## config.mk

```make
export PLATFORM = sky130hd
export DESIGN_NAME = lcd_text_ctrl
export DESIGN_NICKNAME = d
export VERILOG_FILES = /design/src/rtl/lcd_pkg.sv /design/src/rtl/lcd_bus_cycle.sv /design/src/rtl/lcd_text_ctrl.sv
export SDC_FILE = /design/constraint.sdc
export NUM_CORES = 1
export LEC_CHECK = 0
export CORE_MARGIN = 10
export CORE_UTILIZATION = 50
export CTS_CLUSTER_DIAMETER = 150
export DETAILED_ROUTE_END_ITERATION = 8
export MAX_ROUTING_LAYER = met4
export PLACE_DENSITY = 0.75
export SLEW_MARGIN = 25
export SYNTH_ARGS = -nofsm -noshare
export SYNTH_HDL_FRONTEND = slang
export SYNTH_SLANG_ARGS = --single-unit
```

## constraint.sdc

```tcl
create_clock -name clk -period 3.4 [get_ports clk]
set_input_delay 0.68 -clock clk [delete_from_list [all_inputs] [get_ports clk]]
set_output_delay 0.68 -clock clk [all_outputs]
set_load 0.05 [all_outputs]
```

## src/rtl/lcd_pkg.sv

```systemverilog
// Shared types, HD44780 command constants and the power-up init table
// for the 16x2 text LCD controller.
package lcd_pkg;

  localparam int unsigned CNT_W    = 22;
  localparam int unsigned IDX_W    = 3;
  localparam int unsigned COL_W    = 4;
  localparam int unsigned ADDR_W   = 5;
  localparam int unsigned INIT_LEN = 5;

  localparam logic [7:0] LCD_CMD_FUNC  = 8'h38;
  localparam logic [7:0] LCD_CMD_OFF   = 8'h08;
  localparam logic [7:0] LCD_CMD_CLEAR = 8'h01;
  localparam logic [7:0] LCD_CMD_ENTRY = 8'h06;
  localparam logic [7:0] LCD_CMD_ON    = 8'h0C;
  localparam logic [7:0] LCD_ADDR_L0   = 8'h80;
  localparam logic [7:0] LCD_ADDR_L1   = 8'hC0;

  typedef enum logic [2:0] {
    ST_POWERUP,
    ST_INIT,
    ST_SETADDR,
    ST_FETCH,
    ST_LOAD,
    ST_WRITE,
    ST_GAP
  } main_state_e;

  typedef enum logic [2:0] {
    BUS_IDLE,
    BUS_SETUP,
    BUS_EN_HI,
    BUS_HOLD,
    BUS_WAIT
  } bus_phase_e;

  typedef struct packed {
    logic [7:0] code;
    logic       long_wait;
  } init_entry_t;

  // Init ROM: command byte plus whether it needs the long (clear) wait.
  function automatic init_entry_t init_rom(input logic [IDX_W-1:0] idx);
    case (idx)
      3'd0:    return '{code: LCD_CMD_FUNC,  long_wait: 1'b0};
      3'd1:    return '{code: LCD_CMD_OFF,   long_wait: 1'b0};
      3'd2:    return '{code: LCD_CMD_CLEAR, long_wait: 1'b1};
      3'd3:    return '{code: LCD_CMD_ENTRY, long_wait: 1'b0};
      default: return '{code: LCD_CMD_ON,    long_wait: 1'b0};
    endcase
  endfunction

endpackage

```

## src/rtl/lcd_bus_cycle.sv

```systemverilog
// One HD44780 write bus cycle (setup, EN high, hold, post-wait) on a single
// down-counter; a delay-only start reuses the counter for power-up/frame idling.
module lcd_bus_cycle
  import lcd_pkg::*;
#(
  parameter int unsigned T_POWERUP = 1000000,
  parameter int unsigned T_SETUP   = 4,
  parameter int unsigned T_EN      = 16,
  parameter int unsigned T_HOLD    = 4,
  parameter int unsigned T_CMD     = 2500,
  parameter int unsigned T_CLEAR   = 100000,
  parameter int unsigned FRAME_GAP = 2500000
) (
  input  logic       clk,
  input  logic       rst_n,
  input  logic       start,
  input  logic       delay_only,
  input  logic       rs,
  input  logic [7:0] data,
  input  logic       long_wait,
  output logic       done_c,
  output logic       idle_c,
  output logic       lcd_en,
  output logic       lcd_rs,
  output logic [7:0] lcd_data
);

  localparam logic [CNT_W-1:0] LD_SETUP = CNT_W'(T_SETUP - 1);
  localparam logic [CNT_W-1:0] LD_EN    = CNT_W'(T_EN - 1);
  localparam logic [CNT_W-1:0] LD_HOLD  = CNT_W'(T_HOLD - 1);
  localparam logic [CNT_W-1:0] LD_CMD   = CNT_W'(T_CMD - 1);
  localparam logic [CNT_W-1:0] LD_CLEAR = CNT_W'(T_CLEAR - 1);
  localparam logic [CNT_W-1:0] LD_PWR   = CNT_W'(T_POWERUP - 1);
  localparam logic [CNT_W-1:0] LD_GAP   = CNT_W'(FRAME_GAP - 1);

  bus_phase_e       phase_q, phase_d;
  logic [CNT_W-1:0] cnt_q, cnt_d;
  logic             en_q, en_d;
  logic             rs_q, rs_d;
  logic [7:0]       data_q, data_d;
  logic             long_q, long_d;

  assign lcd_en   = en_q;
  assign lcd_rs   = rs_q;
  assign lcd_data = data_q;

  always_ff @(posedge clk or negedge rst_n) begin
    if (!rst_n) begin
      phase_q <= BUS_IDLE;
      cnt_q   <= '0;
      en_q    <= 1'b0;
      rs_q    <= 1'b0;
      data_q  <= 8'h00;
      long_q  <= 1'b0;
    end else begin
      phase_q <= phase_d;
      cnt_q   <= cnt_d;
      en_q    <= en_d;
      rs_q    <= rs_d;
      data_q  <= data_d;
      long_q  <= long_d;
    end
  end

  always_comb begin
    phase_d = phase_q;
    cnt_d   = cnt_q;
    en_d    = en_q;
    rs_d    = rs_q;
    data_d  = data_q;
    long_d  = long_q;
    idle_c  = (phase_q == BUS_IDLE);
    done_c  = (phase_q == BUS_WAIT) && (cnt_q == '0);

    if (phase_q != BUS_IDLE && cnt_q != '0) cnt_d = cnt_q - CNT_W'(1);

    case (phase_q)
      BUS_SETUP: if (cnt_q == '0) begin
        phase_d = BUS_EN_HI;
        en_d    = 1'b1;
        cnt_d   = LD_EN;
      end
      BUS_EN_HI: if (cnt_q == '0) begin
        phase_d = BUS_HOLD;
        en_d    = 1'b0;
        cnt_d   = LD_HOLD;
      end
      BUS_HOLD: if (cnt_q == '0) begin
        phase_d = BUS_WAIT;
        cnt_d   = long_q ? LD_CLEAR : LD_CMD;
      end
      BUS_WAIT: if (cnt_q == '0) phase_d = BUS_IDLE;
      default: ;
    endcase

    // A new request is taken when idle or in the last wait cycle.
    if (start && (idle_c || done_c)) begin
      if (delay_only) begin
        phase_d = BUS_WAIT;
        cnt_d   = long_wait ? LD_GAP : LD_PWR;
      end else begin
        phase_d = BUS_SETUP;
        cnt_d   = LD_SETUP;
        rs_d    = rs;
        data_d  = data;
        long_d  = long_wait;
      end
    end
  end

endmodule

```

## src/rtl/lcd_text_ctrl.sv

```systemverilog
// Write-only HD44780 16x2 sequencer: power-up init, then continuous refresh of
// both lines from a character source. Define LCD_FRAME_GAP_EN for an idle gap between frames.
module lcd_text_ctrl
  import lcd_pkg::*;
#(
  parameter int unsigned T_POWERUP = 1000000,
  parameter int unsigned T_SETUP   = 4,
  parameter int unsigned T_EN      = 16,
  parameter int unsigned T_HOLD    = 4,
  parameter int unsigned T_CMD     = 2500,
  parameter int unsigned T_CLEAR   = 100000,
  parameter int unsigned FRAME_GAP = 2500000
) (
  input  logic              clk,
  input  logic              rst_n,
  output logic              char_req,
  output logic [ADDR_W-1:0] char_addr,
  input  logic [7:0]        char_data,
  output logic [7:0]        lcd_data,
  output logic              lcd_en,
  output logic              lcd_rs,
  output logic              lcd_rw,
  output logic              lcd_on,
  output logic              init_done,
  output logic              frame_done
);

  main_state_e       state_q, state_d;
  logic [IDX_W-1:0]  idx_q, idx_d;
  logic              line_q, line_d;
  logic [COL_W-1:0]  col_q, col_d;
  logic [7:0]        byte_q, byte_d;
  logic              char_req_q, char_req_d;
  logic [ADDR_W-1:0] char_addr_q, char_addr_d;
  logic              init_done_q, init_done_d;
  logic              frame_done_q, frame_done_d;
  logic              lcd_on_q, lcd_on_d;

  logic              bus_start_c, bus_delay_c, bus_rs_c, bus_long_c;
  logic [7:0]        bus_data_c;
  logic              bus_done_c, bus_idle_c;
  init_entry_t       rom_c;

  assign char_req   = char_req_q;
  assign char_addr  = char_addr_q;
  assign init_done  = init_done_q;
  assign frame_done = frame_done_q;
  assign lcd_on     = lcd_on_q;
  assign lcd_rw     = 1'b0;

  lcd_bus_cycle #(
    .T_POWERUP(T_POWERUP), .T_SETUP(T_SETUP), .T_EN(T_EN), .T_HOLD(T_HOLD),
    .T_CMD(T_CMD), .T_CLEAR(T_CLEAR), .FRAME_GAP(FRAME_GAP)
  ) u_bus (
    .clk        (clk),
    .rst_n      (rst_n),
    .start      (bus_start_c),
    .delay_only (bus_delay_c),
    .rs         (bus_rs_c),
    .data       (bus_data_c),
    .long_wait  (bus_long_c),
    .done_c     (bus_done_c),
    .idle_c     (bus_idle_c),
    .lcd_en     (lcd_en),
    .lcd_rs     (lcd_rs),
    .lcd_data   (lcd_data)
  );

  always_ff @(posedge clk or negedge rst_n) begin
    if (!rst_n) begin
      state_q      <= ST_POWERUP;
      idx_q        <= '0;
      line_q       <= 1'b0;
      col_q        <= '0;
      byte_q       <= 8'h00;
      char_req_q   <= 1'b0;
      char_addr_q  <= '0;
      init_done_q  <= 1'b0;
      frame_done_q <= 1'b0;
      lcd_on_q     <= 1'b0;
    end else begin
      state_q      <= state_d;
      idx_q        <= idx_d;
      line_q       <= line_d;
      col_q        <= col_d;
      byte_q       <= byte_d;
      char_req_q   <= char_req_d;
      char_addr_q  <= char_addr_d;
      init_done_q  <= init_done_d;
      frame_done_q <= frame_done_d;
      lcd_on_q     <= lcd_on_d;
    end
  end

  always_comb begin
    state_d      = state_q;
    idx_d        = idx_q;
    line_d       = line_q;
    col_d        = col_q;
    byte_d       = byte_q;
    char_req_d   = 1'b0;
    char_addr_d  = char_addr_q;
    init_done_d  = init_done_q;
    frame_done_d = 1'b0;
    lcd_on_d     = 1'b1;
    bus_start_c  = 1'b0;
    bus_delay_c  = 1'b0;
    bus_rs_c     = 1'b0;
    bus_data_c   = 8'h00;
    bus_long_c   = 1'b0;
    rom_c        = init_rom(idx_q);

    case (state_q)
      ST_POWERUP: begin
        bus_start_c = bus_idle_c;
        bus_delay_c = 1'b1;
        if (bus_done_c) begin
          state_d = ST_INIT;
          idx_d   = '0;
        end
      end
      ST_INIT: begin
        bus_start_c = bus_idle_c;
        bus_data_c  = rom_c.code;
        bus_long_c  = rom_c.long_wait;
        if (bus_done_c) begin
          if (idx_q == IDX_W'(INIT_LEN - 1)) begin
            init_done_d = 1'b1;
            line_d      = 1'b0;
            col_d       = '0;
            state_d     = ST_SETADDR;
          end else begin
            idx_d = idx_q + IDX_W'(1);
          end
        end
      end
      ST_SETADDR: begin
        bus_start_c = bus_idle_c;
        bus_data_c  = line_q ? LCD_ADDR_L1 : LCD_ADDR_L0;
        if (bus_done_c) begin
          char_req_d = 1'b1;
          state_d    = ST_FETCH;
        end
      end
      ST_FETCH: state_d = ST_LOAD;
      ST_LOAD: begin
        byte_d  = char_data;
        state_d = ST_WRITE;
      end
      ST_WRITE: begin
        bus_start_c = bus_idle_c;
        bus_rs_c    = 1'b1;
        bus_data_c  = byte_q;
        if (bus_done_c) begin
          col_d = '0;
          if (col_q != COL_W'(15)) begin
            col_d      = col_q + COL_W'(1);
            char_req_d = 1'b1;
            state_d    = ST_FETCH;
          end else if (!line_q) begin
            line_d  = 1'b1;
            state_d = ST_SETADDR;
          end else begin
            frame_done_d = 1'b1;
            line_d       = 1'b0;
`ifdef LCD_FRAME_GAP_EN
            state_d      = ST_GAP;
`else
            state_d      = ST_SETADDR;
`endif
          end
        end
      end
`ifdef LCD_FRAME_GAP_EN
      // Idle via the bus counter; the line-0 address is handed over in the last gap cycle.
      ST_GAP: begin
        bus_start_c = bus_idle_c || bus_done_c;
        bus_delay_c = !bus_done_c;
        bus_long_c  = !bus_done_c;
        bus_data_c  = LCD_ADDR_L0;
        if (bus_done_c) state_d = ST_SETADDR;
      end
`endif
      default: state_d = ST_POWERUP;
    endcase

    if (char_req_d) char_addr_d = {line_d, col_d};
  end

endmodule
```

# Yosys cells after proc, flatten, opt, wreduce, memory -nomap -nowiden
# Index checks and enable logic that the tools add are counted.
[totals]
regBits = 64
in_bits = 10
output_inout_bits = 20
elab_cells = 122
[classes]
n_addsub = 3
eq_ne = 26
muxes = 56
bitwise_logic = 1
reduce_logical = 20
[ops]
columns = ["operator", "count"]
rows = [
  ["$mux W22", 7],
  ["$pmux W22 S3", 1],
  ["$mux W3", 14],
  ["$pmux W7 S4", 1],
  ["$pmux W8 S3", 1],
  ["$logic_not A22 Y1", 1],
  ["$reduce_bool A22 Y1", 1],
  ["$sub A22 B1 Y22 const B", 1],
  ["$mux W1", 19],
  ["$eq A3 B2 Y1 const B", 6],
  ["$pmux W3 S6", 1],
  ["$mux W17", 1],
  ["$mux W4", 4],
  ["$eq A3 B3 Y1 const B", 4],
  ["$ne A2 B2 Y1 const B", 6],
  ["$pmux W3 S4", 1],
  ["$reduce_and A5 Y1", 2],
  ["$eq A3 B1 Y1 const B", 3],
  ["$logic_not A3 Y1", 3],
  ["$ne A3 B1 Y1 const B", 3],
  ["$pmux W4 S2", 1],
  ["$mux W7", 1],
  ["$pmux W1 S2", 3],
  ["$pmux W3 S2", 1],
  ["other kinds (15)", 20],
]

# Depth between registers and ports, before layout
[logic_depth]
word_depth = 6
mapped_depth = 8
ltp_nobuf = 7

# By module
# Synthesis repeated with hierarchy kept, for this count alone.
[unflattened]
cells_unflattened = 346
hier_area_um2 = 3448.3
[modules_own_cells]
columns = ["module", "n_inst", "cells_each", "area_each_um2", "seq_area_each_um2"]
rows = [
  ["lcd_bus_cycle", 1, 213, 1999.4, 900.9],
  ["lcd_text_ctrl", 1, 133, 1448.9, 700.7],
]

# Worst setup path after synthesis
# Ideal clock, no wire load.
[synth_timing]
kind = "reg2reg"
start = "register u_bus.cnt_q[0]"
end = "register idx_q[0]"
setup_ns = 0.125
t_arrival_ns = 2.343
required_time_ns = 3.275
setup_slack_ns = 0.933
stages_incl_launch_ff = 8
n_path_buf = 0
period_less_slack_ns = 2.467
path_cell_list = "dfrtp_1 -> inv_1 -> ha_1 -> or3b_2 -> or2_2 -> nand4b_1 -> nor4_2 -> mux2_2"
[synth_between]
elab_chain_cells = 4
word_cells_on_any_way = 5
[synth_lines]
columns = ["item", "line_no", "rtl"]
rows = [
  ["from (decl)", "lcd_bus_cycle.sv:37", "logic [CNT_W-1:0] cnt_q, cnt_d;"],
  ["from (signal assigned)", "lcd_bus_cycle.sv:57", "cnt_q <= cnt_d;"],
  ["$logic_not A22 Y1 (*)", "lcd_bus_cycle.sv:73", "done_c = (phase_q == BUS_WAIT) && (cnt_q == '0);"],
  ["$logic_and A1 B1 Y1 (*)", "lcd_bus_cycle.sv:73", ""],
  ["$ne A2 B2 Y1 (no line)", "--", ""],
  ["$reduce_and A4 Y1 (no line) (*)", "--", ""],
  ["to (signal assigned)", "lcd_text_ctrl.sv:83", "idx_q <= idx_d;"],
  ["to (decl)", "lcd_text_ctrl.sv:29", "logic [IDX_W-1:0] idx_q, idx_d;"],
]
# Mark *: on every way between the ends. The rest lies on a longest branch, timed or not.
# A chain may end at the register's enable or synchronous reset.

# Worst setup path in the final report
[layout_timing]
start = "register u_bus.cnt_q[11]"
end = "register idx_q[2]"
# The elaborated chain is that of the path after synthesis.

==> flow_metrics.env <==
export IMPL_reg2regPathDepth=5
export IMPL_wl_per_cell_um=17.05
export IMPL_setup_tns_ns=0
export IMPL_dp_cells=449
export IMPL_place_gp_congestion=0.8919
export IMPL_grt_max_degree=47
export IMPL_p_comb_share_pct=2.1
export IMPL_rsz0062_at_grt="false"
export IMPL_final_common_cell="dfrtp_1"
export IMPL_seq_power_share_pct=49.6
export IMPL_setup_violations_final=0
export IMPL_powerDensity_nw_per_um2=380.1
export IMPL_regToRegSetupSlack_ns=0.63
export IMPL_start_util_pct=51.39
export IMPL_clk_pin_slew_ns=0.07
export IMPL_synthCells=355
export IMPL_r2r_start="u_bus.cnt_q[11]"
export IMPL_grt_pass1_wl_um=13430
export IMPL_rows=30
export IMPL_post_cts_setup_buffer_count=0
export IMPL_synth_async_reset_ratio_pct=100.0
export IMPL_slowest_stage="or4_1"
export IMPL_ant_nets=0
export IMPL_crit_fanout=6
export IMPL_drc=0
export IMPL_wirelength_um=7930
export IMPL_yosysSeqAreaShare_pct=46.13
export IMPL_critical_path_class="flip-flop to flip-flop"
export IMPL_core_area_um2=6756
export IMPL_track_usage_pct=16.45
export IMPL_irDropWorstVdd_mv=0.2578
export IMPL_syn_cell_area_um2=3472
export IMPL_synth_avg_cell_area_um2=9.781
export IMPL_post_dp_hpwl_um=5706
export IMPL_clock_latency_ns=0.34
export IMPL_die_area_um2=10680
export IMPL_finalCritPeriodShare_pct=81.59
export IMPL_post_cts_resized=0
export IMPL_routed_via_density=6.030
export IMPL_worstMarginPinSlew_ns=0.8353
export IMPL_cp_end_kind="flip-flop"
export IMPL_cp_arrival_ns=3.00
export IMPL_slowest_delay_ns=0.68
export IMPL_areaGrowthSynthToFinish_pct=16.25
export IMPL_hp_class="primary input to async pin"
export IMPL_cp_cell_sequence="or4_1 > nor3_1 > nand4b_1 > nor4_2 > mux2_2"
export IMPL_port_buffers=28
export IMPL_root_buffer="clkbuf_8"
export IMPL_leakagePower_nw=1.734
export IMPL_htree_levels=3
export IMPL_reg2reg_to="idx_q[2]"
export IMPL_cp_required_ns=3.63
export IMPL_diodes=0
export IMPL_layout_cells_most_common_list="64 x dfrtp_1, 27 x clkdlybuf4s50_1, 26 x nor2_1, 26 x a21oi_1, 23 x nand2_1"
export IMPL_clock_skew_ns=0.008523
export IMPL_tritoncts="built"
export IMPL_synth_cell_types=56
export IMPL_cts_sinks=64
export IMPL_final_util_pct=59.74
export IMPL_fin_nets=399
export IMPL_fin_cells=465
export IMPL_dr_first_iter_drc_count=164
export IMPL_antenna_found_initial=0
export IMPL_crit_end="idx_q[2]"
export IMPL_max_freq_ghz=0.3605
export IMPL_drive_above_1_share_pct=12.73
export IMPL_cts_max_path_buffers=2
export IMPL_fin_crit_ns=2.774
export IMPL_ys_flop_type="dfrtp_1"
export IMPL_dr_pass1_iters=4
export IMPL_power_share_clock_pct=48.3
export IMPL_yosysWarnings=0
export IMPL_die_y_um=103.3
export IMPL_via_count=2804
export IMPL_grt_pass1_vias=2750
export IMPL_start_kind="flip-flop"
export IMPL_cell_internal_pwr_w=0.001207
export IMPL_finalHoldViolCount=0
export IMPL_drv_cap=0
export IMPL_status="complete, no violations"
export IMPL_numCtsBuffers=9
export IMPL_synth_edf_count=0
export IMPL_holdBufCountCts=0
export IMPL_final_max_slew_viol_count=0
export IMPL_synth_fp_nets=374
export IMPL_ys_seq_elements=64
export IMPL_grt_ovfl_total=0
export IMPL_crit_start="u_bus.cnt_q[11]"
export IMPL_ios=30
export IMPL_maxSlewHeadroom_pct=44.31
export IMPL_power_net_switching_w=0.0003266
export IMPL_switching_share_pct=21.29
export IMPL_dieWidth_um=103.3
routing by layer:
metal	track usage, %	routed length (µm)
met1	19.98	3425
met2	26.33	3901
met3	4.120	511
met4	5.348	92
met5	-	0
sequential cells by signal, summed over array words and instances (netlist names):
register,cells
idx_q,3
col_q,4
lcd_on,1
line_q,1
char_req,1
byte_q,8
frame_done,1
char_addr,5
u_bus.phase_q,3
state_q,3
init_done,1
u_bus.lcd_data,8
u_bus.lcd_en,1
u_bus.lcd_rs,1
u_bus.long_q,1
u_bus.cnt_q,22
cells in the mapped netlist (all sizes together) (2+ instances only):
cell	instances	share of area (%)
nor2	27	3.1
nor3	12	2.3
nor2b	3	0.54
or3	7	1.3
a21oi	26	3.7
nor3b	4	0.86
dfrtp	64	46
o21a	2	0.43
mux2i	3	0.86
o21ai	28	4.0
nand3b	2	0.43
ha	9	3.2
nor4	14	3.1
nand4	3	0.54
or2	2	0.36
inv	8	0.86
nand2	23	2.5
nand4b	2	0.50
nand2b	7	1.3
o22ai	2	0.36
a21o	5	1.1
buf	9	1.3
clkbuf	11	1.2
nand3	8	1.2
xor2	3	0.76
mux2	14	4.5
xnor2	13	3.3
o31ai	10	2.2
and3b	2	0.50
a211oi	2	0.43
conb	2	0.22
and3	6	1.1
a22o	2	0.50
or4	5	1.2
a21boi	2	0.43
critical path, delay by kind of cell, from the launching register on:
family           cells  cell delay [ns]
flip-flops           1             0.43
AND/OR/NAND/NOR      4             1.85
multiplexers         1             0.39
through the flow:
| step | setup slack (ns) | power, W | instance area, µm² | hold WS, ns |
|---|---|---|---|---|
| after detailed placement | 0.6608 | 0.0008098 | 3807 | 0.4700 |
| after global placement | 0.7528 | 0.0008093 | 3805 | 0.4582 |
| final | 0.6258 | 0.001534 | 4036 | 0.3400 |
| after floorplan | 0.9327 | 0.0007822 | 3472 | 0.3844 |
| after global routing | 0.4754 | 0.001584 | 4036 | 0.3751 |
| after CTS | 0.6617 | 0.001545 | 4036 | 0.3616 |
cell families after synthesis:
family | count (synthesis) | synth area share, %
DFF | 64 | 46.13
xor gates and xnor gates | 16 | 4.036
adders and majority gates | 9 | 3.243
buffers and inverters | 28 | 3.387
other | 2 | 0.2163
AOI/OAI and AO/OA | 89 | 16.18
and+or+nand+nor | 130 | 21.41
muxes | 17 | 5.405
worst min-delay path by stage:
| stage | to | slack, ns | startpoint |
|---|---|---|---|
| CTS | byte_q[5] | 0.36 | rst_n |
| finish | u_bus.lcd_data[3] | 0.34 | rst_n |
| detailed placement | char_addr[3] | 0.47 | char_addr[3] |
| global placement | init_done | 0.46 | init_done |
| global route | byte_q[4] | 0.38 | rst_n |
| floorplan | byte_q[0] | 0.38 | rst_n |
layout make-up:
class	count	area, µm²
Fill cell	573	2720
Sequential cell	64	1602
Multi-Input combinational cell	263	1753
Tap cell	80	100.1
Inverter	8	30.03
Clock inverter	6	91.34
Timing Repair Buffer	34	322.8
Clock buffer	10	137.6
power by group through the flow:
stage                     Clock, W  Sequential (W)  Combinational (W)
final                     0.000740        0.000762          0.0000322
after global routing      0.000787        0.000761          0.0000362
after CTS                 0.000750        0.000762          0.0000337
after detailed placement         0        0.000776          0.0000335
after global placement           0        0.000776          0.0000330
after floorplan                  0        0.000779         0.00000346
(Power assumes the default switching activity.)
